`src/rtl/seg_to_bin_monitor.sv`:
```
// 7-segment receive checker: waits for a stable glyph, decodes it to 4 bits and
// offers it as a valid/ready beat, counting illegal glyphs in a saturating counter.
module seg_to_bin_monitor #(
   parameter int STABLE_CYCLES = 4,
   parameter int CNT_W         = 8
) (
   input  logic             i_Clk,
   input  logic             i_Reset,
   input  logic             i_Segment_A,
   input  logic             i_Segment_B,
   input  logic             i_Segment_C,
   input  logic             i_Segment_D,
   input  logic             i_Segment_E,
   input  logic             i_Segment_F,
   input  logic             i_Segment_G,
   output logic             o_Valid,
   input  logic             i_Ready,
   output logic [3:0]       o_Binary_Num,
   output logic             o_Error,
   output logic [CNT_W-1:0] o_Err_Count
);

   localparam int CW = (STABLE_CYCLES < 1) ? 1 : $clog2(STABLE_CYCLES + 1);

   typedef enum logic [1:0] {IDLE, SETTLE, PRESENT} state_t;

   state_t           state_q, state_d;
   logic [6:0]       seg_q, last_q, last_d, cand_q, cand_d;
   logic [CW-1:0]    cnt_q, cnt_d;
   logic             valid_q, valid_d, err_q, err_d;
   logic [3:0]       num_q, num_d;
   logic [CNT_W-1:0] errcnt_q, errcnt_d;
   logic [4:0]       dec;

   // Returns {invalid, value}; illegal glyphs decode to value 0.
   function automatic logic [4:0] decode(input logic [6:0] s);
      case (s)
         7'h7E: decode = 5'h00;
         7'h30: decode = 5'h01;
         7'h6D: decode = 5'h02;
         7'h79: decode = 5'h03;
         7'h33: decode = 5'h04;
         7'h5B: decode = 5'h05;
         7'h5F: decode = 5'h06;
         7'h70: decode = 5'h07;
         7'h7F: decode = 5'h08;
         7'h7B: decode = 5'h09;
         7'h77: decode = 5'h0A;
         7'h1F: decode = 5'h0B;
         7'h4E: decode = 5'h0C;
         7'h3D: decode = 5'h0D;
         7'h4F: decode = 5'h0E;
         7'h47: decode = 5'h0F;
         default: decode = 5'h10;
      endcase
   endfunction

   assign dec = decode(cand_q);

   always_comb begin
      state_d  = state_q;
      last_d   = last_q;
      cand_d   = cand_q;
      cnt_d    = cnt_q;
      valid_d  = valid_q;
      num_d    = num_q;
      err_d    = err_q;
      errcnt_d = errcnt_q;
      case (state_q)
         IDLE: begin
            if (seg_q != last_q) begin
               state_d = SETTLE;
               cand_d  = seg_q;
               cnt_d   = CW'(1);
            end
         end
         SETTLE: begin
            if (seg_q == last_q) begin
               state_d = IDLE;
            end else if (seg_q != cand_q) begin
               cand_d = seg_q;
               cnt_d  = CW'(1);
            end else if (cnt_q == CW'(STABLE_CYCLES)) begin
               // A settled blank becomes the reference but is never reported.
               if (cand_q == 7'h00) begin
                  last_d  = cand_q;
                  state_d = IDLE;
               end else begin
                  state_d = PRESENT;
                  valid_d = 1'b1;
                  num_d   = dec[3:0];
                  err_d   = dec[4];
                  if (dec[4] && !(&errcnt_q)) errcnt_d = errcnt_q + CNT_W'(1);
               end
            end else begin
               cnt_d = cnt_q + CW'(1);
            end
         end
         PRESENT: begin
            if (i_Ready) begin
               last_d  = cand_q;
               state_d = IDLE;
               valid_d = 1'b0;
            end
         end
         default: state_d = IDLE;
      endcase
   end

   always_ff @(posedge i_Clk or posedge i_Reset) begin
      if (i_Reset) begin
         state_q  <= IDLE;
         seg_q    <= 7'h00;
         last_q   <= 7'h00;
         cand_q   <= 7'h00;
         cnt_q    <= '0;
         valid_q  <= 1'b0;
         num_q    <= 4'h0;
         err_q    <= 1'b0;
         errcnt_q <= '0;
      end else begin
         state_q  <= state_d;
         seg_q    <= {i_Segment_A, i_Segment_B, i_Segment_C, i_Segment_D,
                      i_Segment_E, i_Segment_F, i_Segment_G};
         last_q   <= last_d;
         cand_q   <= cand_d;
         cnt_q    <= cnt_d;
         valid_q  <= valid_d;
         num_q    <= num_d;
         err_q    <= err_d;
         errcnt_q <= errcnt_d;
      end
   end

   assign o_Valid      = valid_q;
   assign o_Binary_Num = num_q;
   assign o_Error      = err_q;
   assign o_Err_Count  = errcnt_q;

endmodule

```
`config.mk`:
```
export PLATFORM = sky130hd
export DESIGN_NAME = seg_to_bin_monitor
export DESIGN_NICKNAME = d
export VERILOG_FILES = /design/src/rtl/seg_to_bin_monitor.sv
export SDC_FILE = /design/constraint.sdc
export NUM_CORES = 1
export LEC_CHECK = 0
export ABC_AREA = 1
export ABC_CLOCK_PERIOD_IN_PS = 2800
export BUFFER_PORTS_ARGS = -buffer_cell sky130_fd_sc_hd__buf_2
export CORE_MARGIN = 2
export CORE_UTILIZATION = 43
export CTS_CLUSTER_SIZE = 25
export DETAILED_ROUTE_END_ITERATION = 8
export GPL_ROUTABILITY_DRIVEN = 1
export PLACE_DENSITY = 0.69
export SYNTH_ARGS = -nofsm -noshare
export SYNTH_HDL_FRONTEND = slang
export SYNTH_SLANG_ARGS = --single-unit
```
`constraint.sdc`:
```
create_clock -name i_Clk -period 2.8 [get_ports i_Clk]
set_clock_uncertainty 0.1 [all_clocks]
set_input_delay 0.28 -clock i_Clk [delete_from_list [all_inputs] [get_ports i_Clk]]
set_output_delay 0.28 -clock i_Clk [all_outputs]
set_load 0.01 [all_outputs]
```
==> reports/results.md, run 1 <==
| Group | Parameter | Value |
| --- | --- | --- |
| global route | Number of global-route vias before repair | 1843 |
| cells and area | Number of nets in the layout | 342 |
| global route | Initial antenna violation count | 0 |
| power | Pwr Density | 642 nW/um^2 |
| setup path | Max Fanout on Critical Path | 14 |
| clock network | CTS Buffer Depth | 2 |
| clock network | Number of gates resized after CTS | 0 |
| placement | HPWL after detailed placement | 3.25 mm |
| clock network | Sink Count | 40 |
| floorplanning | Initial Utilization | 45.2% |
| synthesis | Mapped Nets | 309 |
| synthesis | Mean post-synth cell area | 7.90 um^2 |
| clock network | Clock latency on the worst-skew pair | 0.29 ns |
| global route | Maximum number of pins on one net before global-route repair | 41 |
| synthesis | Number of enable flip-flop cells after synthesis | 0 |
| synthesis | Fraction of the yosys area taken by sequential cells | 42.8% |
| clock network | Number of clock buffers inserted by TritonCTS | 5 |
| sta | Final-report hold violation count | 3 |
| route | First-pass iteration count of the detailed router | 4 |
| cells and area | Utilization of the core after routing | 51.8% |
| sta | Final critical-path required period | 1.97 ns |
| route | Residual DRC | 0 |
| run | Maximum Capacitance Violations | 0 |
| floorplanning | Ports placed on the boundary | 24 |
| global route | Global Route Usage Sum | 16.1% |
| floorplanning | Die Span Y | 77.8 um |
| route | DRT Wirelength | 4.43 mm |
| cells and area | Number of fill cells | 493 |
| synthesis | Netlist cell types | 28 |
| setup path | CP Launch Point | cand_q[1] |
| setup path | Data arrival time of the worst path | 2.05 ns |
| global route | Global-route track usage on met1 | 19.4% |
| route | Via count normalized by instance count | 4.74 |
| status | Result of the run | finished, violations left |
| floorplanning | Standard cell core area | 5170 um^2 |
| sta | Peak clock frequency supported by timing | 507 MHz |
| sta | Worst Max-Slew Pin Slew | 0.506 ns |
| min path | Type of the worst min-delay path | input port to async pin |
| global route | Wire length of the first global-routing pass | 7.79 mm |
| sta | Max transition margin | 66.2% |
| setup path | Critical setup path kind | flip-flop to flip-flop |
| route | Remaining antenna violation count | 0 |
| global route | GR Overflow Total | 0 |
| placement | Placer congestion estimate | 0.858 |
| cells and area | Number of antenna cells inserted | 0 |
| sta | Setup TNS | 0 ns |
| cells and area | Layout overhead on the synthesized area | 14.6% |
| sta | Unrepaired setup endpoints after global routing | false |
| clock network | Clock edge transition at the registers on the reported setup and hold paths | 0.08 ns |
| global route | Peak-usage layer in the global routing report | met2 |
| sta | Fraction of the cycle the final worst path needs | 70.4% |
| synthesis | #FFs+latches synth | 40 |
| placement | Number of I/O port buffers | 23 |
| global route | GR Layer Usage met3 | 3.14% |
| sta | Final setup viols | 0 |
| synthesis | Cell count after synthesis | 296 |
| setup path | Crit path capture type | flip-flop |
| synthesis | Share of flip-flops with an asynchronous set or reset | 100% |
| clock network | Maximum level of the CTS H-tree | 2 |
| route | Routed length per placed instance | 11.1 um |
| floorplanning | Chip width | 77.8 um |
| floorplanning | Number of rows created at floorplan | 26 |
| setup path | Data required time at the worst endpoint | 2.88 ns |
| route | Number of DRC violations after detailed-routing iteration 0 | 117 |
| synthesis | Combined area of all synthesized cells | 2340 um^2 |
| power | Maximum resistive drop on vdd | 0.246 mV |
| status | Failing checks | hold timing |
| synthesis | Syn. warnings | 0 |
| setup path | CP Launch Type | flip-flop |
| sta | Max-slew violation count | 0 |
| synthesis | Top FF cell, synth | sky130_fd_sc_hd__dfrtp_1 |
| sta | Tightest hold margin | -0.00254 ns |
| setup path | Source of the worst register-to-register timing path | cand_q[1] |
| floorplanning | Die Footprint | 6050 um^2 |
| power | Static leakage | 0.00137 uW |
| clock network | Clock tree from TritonCTS | yes |
| clock network | Cell at the root of the clock tree | sky130_fd_sc_hd__clkbuf_8 |
| global route | GR Layer Usage met2 | 27.8% |
| route | Total vias in the final route | 1897 |
| cells and area | Share of post-route cells with drive strength above 1 | 24.8% |
-- report_power, final --
part	internal (uW)	switching (uW)
clock network	264	209
logic	172	325
registers	653	98.7
-- final timing paths --
kind	to	slack, ns	cells after the start
min in group i_Clk	state_q[1]	0.09	2
min reg2reg	o_Binary_Num[3]	0.38	2
max	last_q[3]	0.83	8
max reg2reg	last_q[3]	0.83	8
min	seg_q[6]	-0.003	3
max in group asynchronous	cand_q[0]	2.26	3
-- timing repair --
item / in CTS / in global routing
hold buffers: 7 / 0
setup buffers: 0 / 0
endpoints found under the hold margin: 7 / 0
-- cell usage in the layout, fill, tap and decap left out, drive strengths merged --
| master | Yosys | routed |
|---|---|---|
| nand2 | 101 | 101 |
| nor2 | 43 | 43 |
| dfrtp | 40 | 40 |
| inv | 33 | 33 |
| buf | 5 | 24 |
| nand3 | 23 | 23 |
| o21ai | 18 | 18 |
| xnor2 | 8 | 8 |
| nand4 | 7 | 7 |
| dlygate4sd3 | 0 | 7 |
| clkbuf | 0 | 5 |
| a21oi | 5 | 5 |
| nor3 | 4 | 4 |
| xor2 | 4 | 4 |
| ha | 3 | 3 |
| and2 | 1 | 1 |
| a221oi | 1 | 1 |
| bufinv | 0 | 1 |
| clkinv | 0 | 1 |
| clkinvlp | 0 | 1 |
-- metrics by stage --
stage	power, uW	hold WS [ns]	cells	worst slack, ns	area (um^2)
finish	1720	-0.00254	400	0.828	2680
global route	1840	0.0460	400	0.707	2680
CTS	1740	0.0156	400	0.813	2680
detailed placement	1250	0.290	385	0.852	2500
global placement	1240	0.289	385	0.870	2500
floorplan	1180	0.211	296	1.14	2340
-- worst max-delay path, cell delays in order (launching register included) --
cell	delay, ns
sky130_fd_sc_hd__dfrtp_1	0.46
sky130_fd_sc_hd__xnor2_1	0.18
sky130_fd_sc_hd__nand2_1	0.08
sky130_fd_sc_hd__nor2_2	0.19
sky130_fd_sc_hd__nand3_4	0.13
sky130_fd_sc_hd__nand2_2	0.11
sky130_fd_sc_hd__nand3_2	0.34
sky130_fd_sc_hd__nand2_1	0.19
sky130_fd_sc_hd__o21ai_2	0.06
-- kinds of logic after synthesis --
logic type      Yosys count  share of synthesized area, %
xor+xnor                 12                          4.49
fa+ha+maj                 3                          1.60
flops                    40                          42.8
compound gates           24                          6.74
simple gates            179                          37.0
buf+inv                  38                          7.43
-- Yosys cell counts (4+ instances only) --
library cell               n  area share (%)
sky130_fd_sc_hd__nand2_1  86              14
sky130_fd_sc_hd__dfrtp_1  40              43
sky130_fd_sc_hd__nor2_1   30             4.8
sky130_fd_sc_hd__inv_1    26             4.2
sky130_fd_sc_hd__nand3_1  18             3.9
sky130_fd_sc_hd__nand2_2  15             4.0
sky130_fd_sc_hd__nor2_2    8             2.1
sky130_fd_sc_hd__o21ai_0   8             1.7
sky130_fd_sc_hd__o21ai_2   8             3.0
sky130_fd_sc_hd__xnor2_1   8             3.0
sky130_fd_sc_hd__inv_2     7             1.1
sky130_fd_sc_hd__nand4_1   7             1.9
sky130_fd_sc_hd__a21oi_1   4            0.86
sky130_fd_sc_hd__nand3_2   4             1.7
sky130_fd_sc_hd__nor2_4    4             1.9
sky130_fd_sc_hd__nor3_1    4            0.86
sky130_fd_sc_hd__xor2_1    4             1.5
-- sequential cells by signal, summed over array words and instances, names as in the netlist --
register / flops
cand_q: 7
cnt_q: 3
last_q: 7
o_Binary_Num: 4
o_Err_Count: 8
o_Error: 1
o_Valid: 1
seg_q: 7
state_q: 2
-- routing by layer --
layer  share of wire [%]  routed length [um]
met1                  48                2130
met2                  48                2110
met5                   0                   0
met3                 2.5                 109
met4                 2.0                  89
-- cell type report --
type / count / area [um^2] / area share, %
flip-flops and latches: 40 / 1000 / 37.3
repair buffers: 31 / 193 / 7.19
well taps: 70 / 87.6 / 3.27
inverters: 33 / 124 / 4.62
clock buffers: 5 / 68.8 / 2.57
clock inverters: 3 / 42.5 / 1.59
multi-input cells: 218 / 1160 / 43.4
Note: power is estimated with default switching activity, not from simulation.
==> run 2, diff against run 1 <==
Settings changed: ABC_CLOCK_PERIOD_IN_PS 2800 to 1700, PLACE_DENSITY 0.69 to 0.72.
Clock period 2.8 ns to 1.7 ns, I/O delays scaled along.
==> reports/results.md, run 2 (synthesis results as in run 1) <==
| Group | Parameter | Value | Delta |
| --- | --- | --- | --- |
| status | Result of the run | finished, violations left |  |
| status | Failing checks | setup timing |  |
| global route | Initial antenna violation count | 0 | unchanged |
| floorplanning | Initial Utilization | 45.2% | unchanged |
| setup path | Crit path capture type | flip-flop |  |
| floorplanning | Die Span Y | 77.8 um | unchanged |
| cells and area | Share of post-route cells with drive strength above 1 | 46.8% | +22 points |
| sta | Max transition margin | 65.5% | -0.76 points |
| power | Share of total power in combinational logic | 40.6% | +12 points |
| global route | GR Overflow Total | 0 | unchanged |
| floorplanning | Number of rows created at floorplan | 26 | unchanged |
| power | Fraction of power consumed by the clock network | 22.3% | -5.2 points |
| global route | Global Route Usage Sum | 19.0% | +3.0 points |
| setup path | CP Launch Type | flip-flop |  |
| setup path | Critical path, cell by cell | xnor2_2 -> nand2_2 -> nor2_4 -> nand3_4 -> buf_6 -> nor2_4 -> nand3_2 -> nand2_1 -> nand2_1 |  |
| placement | HPWL after detailed placement | 3.68 mm | +13% |
| sta | Unrepaired setup endpoints after global routing | true |  |
| cells and area | Layout overhead on the synthesized area | 41.4% |  |
| power | Net switching component of the power | 1290 uW | +100% |
| sta | Setup slack of the critical path after layout | -0.0922 ns | -0.920 ns |
| route | DRT Wirelength | 5.61 mm | +27% |
| setup path | Sum of buffers and inverters on the critical path | 1 | +1 |
| global route | Wire length of the first global-routing pass | 9.31 mm | +19% |
| sta | Final setup viols | 19 | +19 |
| clock network | Number of clock buffers inserted by TritonCTS | 5 | unchanged |
| placement | Placer congestion estimate | 0.837 | -2.5% |
| sta | Tightest hold margin | 0.381 ns | +0.383 ns |
| clock network | Clock tree from TritonCTS | yes |  |
| power | Maximum resistive drop on vdd | 0.487 mV | +98% |
| route | Total vias in the final route | 2152 | +13% |
| sta | Final critical-path required period | 1.79 ns | -0.180 ns |
| setup path | Data arrival time of the worst path | 1.88 ns | -0.17 ns |
| clock network | Sink Count | 40 | unchanged |
| route | Residual DRC | 0 | unchanged |
| global route | Maximum number of pins on one net before global-route repair | 41 | unchanged |
| floorplanning | Ports placed on the boundary | 24 | unchanged |
| route | First-pass iteration count of the detailed router | 4 | unchanged |
| route | Remaining antenna violation count | 0 | unchanged |
| global route | Number of global-route vias before repair | 2139 | +16% |
| floorplanning | Die Footprint | 6050 um^2 | unchanged |
| setup path | Cell depth of the worst setup path | 9 | +1 |
| clock network | Maximum level of the CTS H-tree | 2 | unchanged |
| route | Number of DRC violations after detailed-routing iteration 0 | 159 | +36% |
| cells and area | Number of flip-flops in the largest register | 8 | unchanged |
| sta | Peak clock frequency supported by timing | 558 MHz | +10% |
| run | Maximum Capacitance Violations | 0 | unchanged |
| setup path | Max Fanout on Critical Path | 6 | -8 |
| power | Pwr Density | 1050 nW/um^2 | +64% |
| floorplanning | Chip width | 77.8 um | unchanged |
| setup path | Standard cell with the maximum stage delay on the critical path | sky130_fd_sc_hd__dfrtp_2 |  |
| cells and area | Most common cell after layout, fill and taps aside | sky130_fd_sc_hd__nand2_1 |  |
| power | Total power of the final layout | 3480 uW | +100% |
| min path | Count of cells along the worst hold path | 2 |  |
| cells and area | Number of antenna cells inserted | 0 | unchanged |
| cells and area | Number of nets in the layout | 388 | +13% |
| placement | DP Worst Slack | -0.122 ns | -0.974 ns |
| placement | Number of I/O port buffers | 23 | unchanged |
| clock network | Cell at the root of the clock tree | sky130_fd_sc_hd__clkbuf_8 |  |
| power | Switching share of total power | 37.1% | +0.32 points |
| route | Routed length per placed instance | 12.6 um | +14% |
| floorplanning | Standard cell core area | 5170 um^2 | unchanged |
| cells and area | Leading cell types in the layout, fill and taps excluded | sky130_fd_sc_hd__nand2_1 (71), sky130_fd_sc_hd__buf_4 (34), sky130_fd_sc_hd__dfrtp_1 (31) |  |
| cells and area | Multi-input gate area | 1390 um^2 | +19% |
| cells and area | Number of fill cells | 399 | -19% |
| power | Static leakage | 0.00165 uW | +20% |
| placement | Area after DPL | 2780 um^2 | +11% |
| route | Via count normalized by instance count | 4.83 | +1.7% |
| min path | Type of the worst min-delay path | flip-flop to flip-flop |  |
| cells and area | FF/Latch Area | 1010 um^2 | +1.1% |
| setup path | Maximum single-stage delay on the critical path | 0.48 ns | +0.02 ns |
| sta | Setup TNS | -1.07 ns | -1.07 ns |
| setup path | Critical setup path kind | flip-flop to flip-flop |  |
| sta | Fraction of the cycle the final worst path needs | 105% | +35 points |
| setup path | Kind of cell with the highest combined delay on the critical path | simple AND/OR/NAND/NOR gates |  |
| clock network | CTS Buffer Depth | 2 | unchanged |
| sta | Worst Max-Slew Pin Slew | 0.518 ns | +0.0114 ns |
| cells and area | Final std cell area, no fill | 3310 um^2 | +23% |
| clock network | Clock edge transition at the registers on the reported setup and hold paths | 0.08 ns | about the same |
| sta | Max-slew violation count | 0 | unchanged |
| sta | Final-report hold violation count | 0 | -3 |
| power | Share of power burned in registers | 37.0% | -6.7 points |
| setup path | Data required time at the worst endpoint | 1.79 ns | -1.09 ns |
| power | Internal cell power | 2190 uW | +100% |
| clock network | Clock latency on the worst-skew pair | 0.29 ns | about the same |
| setup path | Number of cells on the worst reg-to-reg path | 9 | +1 |
[run 2: changes by cell type in the layout (fill, tap and decap cells not counted), sizes merged]
| cell | delta |
|---|---|
| buf | +43 |
| dlygate4sd3 | +2 |
| clkbuf | +1 |
| clkinvlp | -1 |
| nor2 | +1 |
[run 2: final timing paths]
path | from | endpoint | slack (ns)
worst max-delay path | cand_q[0] | o_Err_Count[3] | -0.09
worst min-delay path | o_Valid | o_Valid | 0.38
worst max register to register | cand_q[0] | o_Err_Count[3] | -0.09
worst min register to register | o_Valid | o_Valid | 0.38
max in group asynchronous | i_Reset | seg_q[2] | 0.68
min in group asynchronous | i_Reset | o_Err_Count[1] | 0.43
[run 2: power groups by stage]
stage / Combinational [uW] / Clock (uW) / Sequential [uW]
after detailed placement: 1090 / 0 / 1250
after floorplan: 725 / 0 / 1210
after CTS: 1240 / 794 / 1250
final: 1410 / 777 / 1290
after global routing: 1540 / 829 / 1310
after global placement: 1070 / 0 / 1240
[run 2: repair_timing]
action | CTS | global route
gates cloned | 1 | 0
gates resized for setup | 25 | 54
endpoints found under the setup margin | 21 | 32
buffers inserted | 6 | 2
pin swaps | 4 | 17
endpoints found under the hold margin | 48 | 0
hold buffers | 9 | 0
[run 2: layout make-up]
class,instances,area share (%)
Multi-Input combinational cell,219,42.0
Sequential cell,40,30.6
Timing Repair Buffer,76,17.8
Inverter,33,3.74
Tap cell,70,2.65
Clock buffer,6,2.19
Clock inverter,2,1.06
[run 2: tightest hold or removal path, stage by stage, from the launching register on]
cell	delay, ns
sky130_fd_sc_hd__dfrtp_1	0.34
sky130_fd_sc_hd__nand2_1	0.05
sky130_fd_sc_hd__nand2_1	0.06
[run 2: stage by stage]
step	instances	utilization, %
6_report	446	64.0
5_1_grt	446	64.0
4_1_cts	445	60.3
3_5_place_dp	421	53.8
3_3_place_gp	421	53.8
2_1_floorplan	296	-
[run 2: layer usage]
metal / global-route usage [%] / vias to the layer above / share of wire [%]
met2: 33.7 / 48 / 51
met4: 6.96 / 0 / 1.8
li1: - / 1087 / -
met3: 3.49 / 9 / 3.7
met5: 0 / - / 0
met1: 22.9 / 1008 / 43
==> run 3, diff against run 2 <==
Settings changed: CORE_UTILIZATION 43 to 45, PLACE_DENSITY 0.72 to 0.74.
==> reports/results.md, run 3 (synthesis results as in run 1) <==
| Group | Parameter | Value | Delta |
| --- | --- | --- | --- |
| route | Remaining antenna violation count | 0 | unchanged |
| floorplanning | Chip width | 76.1 um | -2.1% |
| clock network | Number of clock buffers inserted by TritonCTS | 5 | unchanged |
| floorplanning | Ports placed on the boundary | 24 | unchanged |
| run | Maximum Capacitance Violations | 0 | unchanged |
| route | Total vias in the final route | 2262 | +5.1% |
| floorplanning | Die Span Y | 76.1 um | -2.1% |
| sta | Max-slew violation count | 0 | unchanged |
| sta | Max transition margin | 66.4% | +0.96 points |
| cells and area | Number of nets in the layout | 396 | +2.1% |
| route | First-pass iteration count of the detailed router | 5 | +1 |
| sta | Unrepaired setup endpoints after global routing | true |  |
| min path | Type of the worst min-delay path | flip-flop to flip-flop |  |
| global route | Wire length of the first global-routing pass | 10.1 mm | +8.2% |
| clock network | CTS Buffer Depth | 2 | unchanged |
| placement | Total placed cells including tap cells | 423 | +0.48% |
| cells and area | Leading cell types in the layout, fill and taps excluded | sky130_fd_sc_hd__nand2_1 (65), sky130_fd_sc_hd__buf_4 (40), sky130_fd_sc_hd__dfrtp_1 (33), sky130_fd_sc_hd__nand2_2 (27) |  |
| floorplanning | Die Footprint | 5790 um^2 | -4.2% |
| route | Routed length per placed instance | 13.4 um | +6.6% |
| status | Result of the run | finished, violations left |  |
| cells and area | Number of flip-flops in the largest register | 8 | unchanged |
| cells and area | Layout overhead on the synthesized area | 46.4% |  |
| sta | Final-report hold violation count | 0 | unchanged |
| global route | GR Overflow Total | 0 | unchanged |
| setup path | Data required time at the worst endpoint | 1.80 ns | about the same |
| placement | Number of I/O port buffers | 23 | unchanged |
| power | Static leakage | 0.00171 uW | +3.5% |
| floorplanning | Number of rows created at floorplan | 26 | unchanged |
| status | Failing checks | setup timing |  |
| setup path | Crit path capture type | flip-flop |  |
| global route | Number of global-route vias before repair | 2229 | +4.2% |
| cells and area | Number of antenna cells inserted | 0 | unchanged |
| clock network | Clock edge transition at the registers on the reported setup and hold paths | 0.09 ns | about the same |
| cells and area | Number of non-filler instances in the completed layout | 454 | +1.8% |
| sta | Fraction of the cycle the final worst path needs | 107% | +1.6 points |
| floorplanning | Initial Utilization | 46.1% | +0.87 points |
| route | Residual DRC | 0 | unchanged |
| global route | Maximum number of pins on one net before global-route repair | 41 | unchanged |
| clock network | Sink Count | 40 | unchanged |
| power | Pwr Density | 1060 nW/um^2 | +1.3% |
| cells and area | Share of post-route cells with drive strength above 1 | 49.0% | +2.1 points |
| global route | Initial antenna violation count | 0 | unchanged |
| placement | HPWL after detailed placement | 3.70 mm | +0.67% |
| route | Via count normalized by instance count | 4.98 | +3.3% |
| power | Total power of the final layout | 3650 uW | +4.9% |
| sta | Peak clock frequency supported by timing | 549 MHz | -1.5% |
| global route | Global Route Usage Sum | 21.4% | +2.4 points |
| placement | Placer congestion estimate | 0.911 | +8.9% |
| sta | Final critical-path required period | 1.82 ns | +0.0276 ns |
| cells and area | Utilization of the core after routing | 67.5% | +3.5 points |
| setup path | Critical setup path kind | flip-flop to flip-flop |  |
| setup path | CP Launch Type | flip-flop |  |
| floorplanning | Standard cell core area | 5070 um^2 | -1.9% |
| route | Number of DRC violations after detailed-routing iteration 0 | 103 | -35% |
| setup path | Max Fanout on Critical Path | 6 | unchanged |
| sta | Setup slack of the critical path after layout | -0.120 ns | -0.0276 ns |
| clock network | Maximum level of the CTS H-tree | 2 | unchanged |
| cells and area | Most common cell after layout, fill and taps aside | sky130_fd_sc_hd__nand2_1 |  |
| clock network | Clock tree from TritonCTS | yes |  |
| clock network | Cell at the root of the clock tree | sky130_fd_sc_hd__clkbuf_8 |  |
| route | DRT Wirelength | 6.09 mm | +8.5% |
| power | Maximum resistive drop on vdd | 0.620 mV | +27% |
| sta | Worst Max-Slew Pin Slew | 0.503 ns | -0.0144 ns |
| setup path | Data arrival time of the worst path | 1.92 ns | +0.04 ns |
| sta | Final setup viols | 20 | +1 |
| clock network | Clock latency on the worst-skew pair | 0.31 ns | +0.02 ns |
==> run 3: stage by stage <==
| stage | setup TNS (ns) | cell area (um^2) | setup WS [ns] | hold WS [ns] |
|---|---|---|---|---|
| 2_1_floorplan | 0 | 2340 | 0.0428 | 0.101 |
| 3_3_place_gp | -0.411 | 2800 | -0.0602 | 0.178 |
| 3_5_place_dp | -0.476 | 2800 | -0.0766 | 0.179 |
| 4_1_cts | -0.359 | 3210 | -0.0361 | 0.377 |
| 5_1_grt | -3.88 | 3420 | -0.197 | 0.402 |
| 6_report | -1.36 | 3420 | -0.120 | 0.383 |
==> run 3: area by class of cell <==
class	instances	area, um^2
repair buffers	84	667
well taps	70	87.6
inverters	33	129
clock inverters	1	30.0
fillers	385	1650
multi-input cells	219	1410
flip-flops and latches	40	1010
clock buffers	7	96.3
==> run 3: report_power, final <==
group | switching [uW] | internal (uW)
registers | 197 | 1090
clock network | 355 | 518
logic | 794 | 696
==> run 3: timing repair <==
action,CTS,global route
gates cloned,1,0
setup buffers,8,6
pin swaps,16,23
setup endpoints to repair,21,32
endpoints found under the hold margin,48,0
gates resized for setup,35,52
hold buffers,9,0
==> run 3: path summary, 6_finish.rpt <==
| path | start | endpoint | slack, ns | cells after the start |
|---|---|---|---|---|
| worst max-delay path | cand_q[3] | o_Err_Count[4] | -0.12 | 9 |
| worst min-delay path | o_Binary_Num[3] | o_Binary_Num[3] | 0.38 | 2 |
| worst max register to register | cand_q[3] | o_Err_Count[4] | -0.12 | 9 |
| worst min register to register | o_Binary_Num[3] | o_Binary_Num[3] | 0.38 | 2 |
| max in group asynchronous | i_Reset | cand_q[2] | 0.71 | 4 |
| min in group asynchronous | i_Reset | o_Err_Count[6] | 0.42 | 4 |
==> run 3: metal layers <==
layer / up-vias / wire (um) / track usage (%)
li1: 1109 / - / -
met1: 1086 / 2560 / 24.9
met2: 52 / 3200 / 38.7
met3: 15 / 184 / 3.32
met4: 0 / 145 / 10.0
met5: - / 0 / 0
==> run 3: worst max-delay path, stage by stage, from the launching register on <==
cell and delay [ns]:
sky130_fd_sc_hd__dfrtp_2 0.48, sky130_fd_sc_hd__xnor2_1 0.17, sky130_fd_sc_hd__nand2_1 0.11, sky130_fd_sc_hd__nor2_4 0.15, sky130_fd_sc_hd__nand3_4 0.15, sky130_fd_sc_hd__buf_12 0.17, sky130_fd_sc_hd__nor2_4 0.14, sky130_fd_sc_hd__nand3_1 0.11
sky130_fd_sc_hd__nand2_1 0.09, sky130_fd_sc_hd__nand2_1 0.05
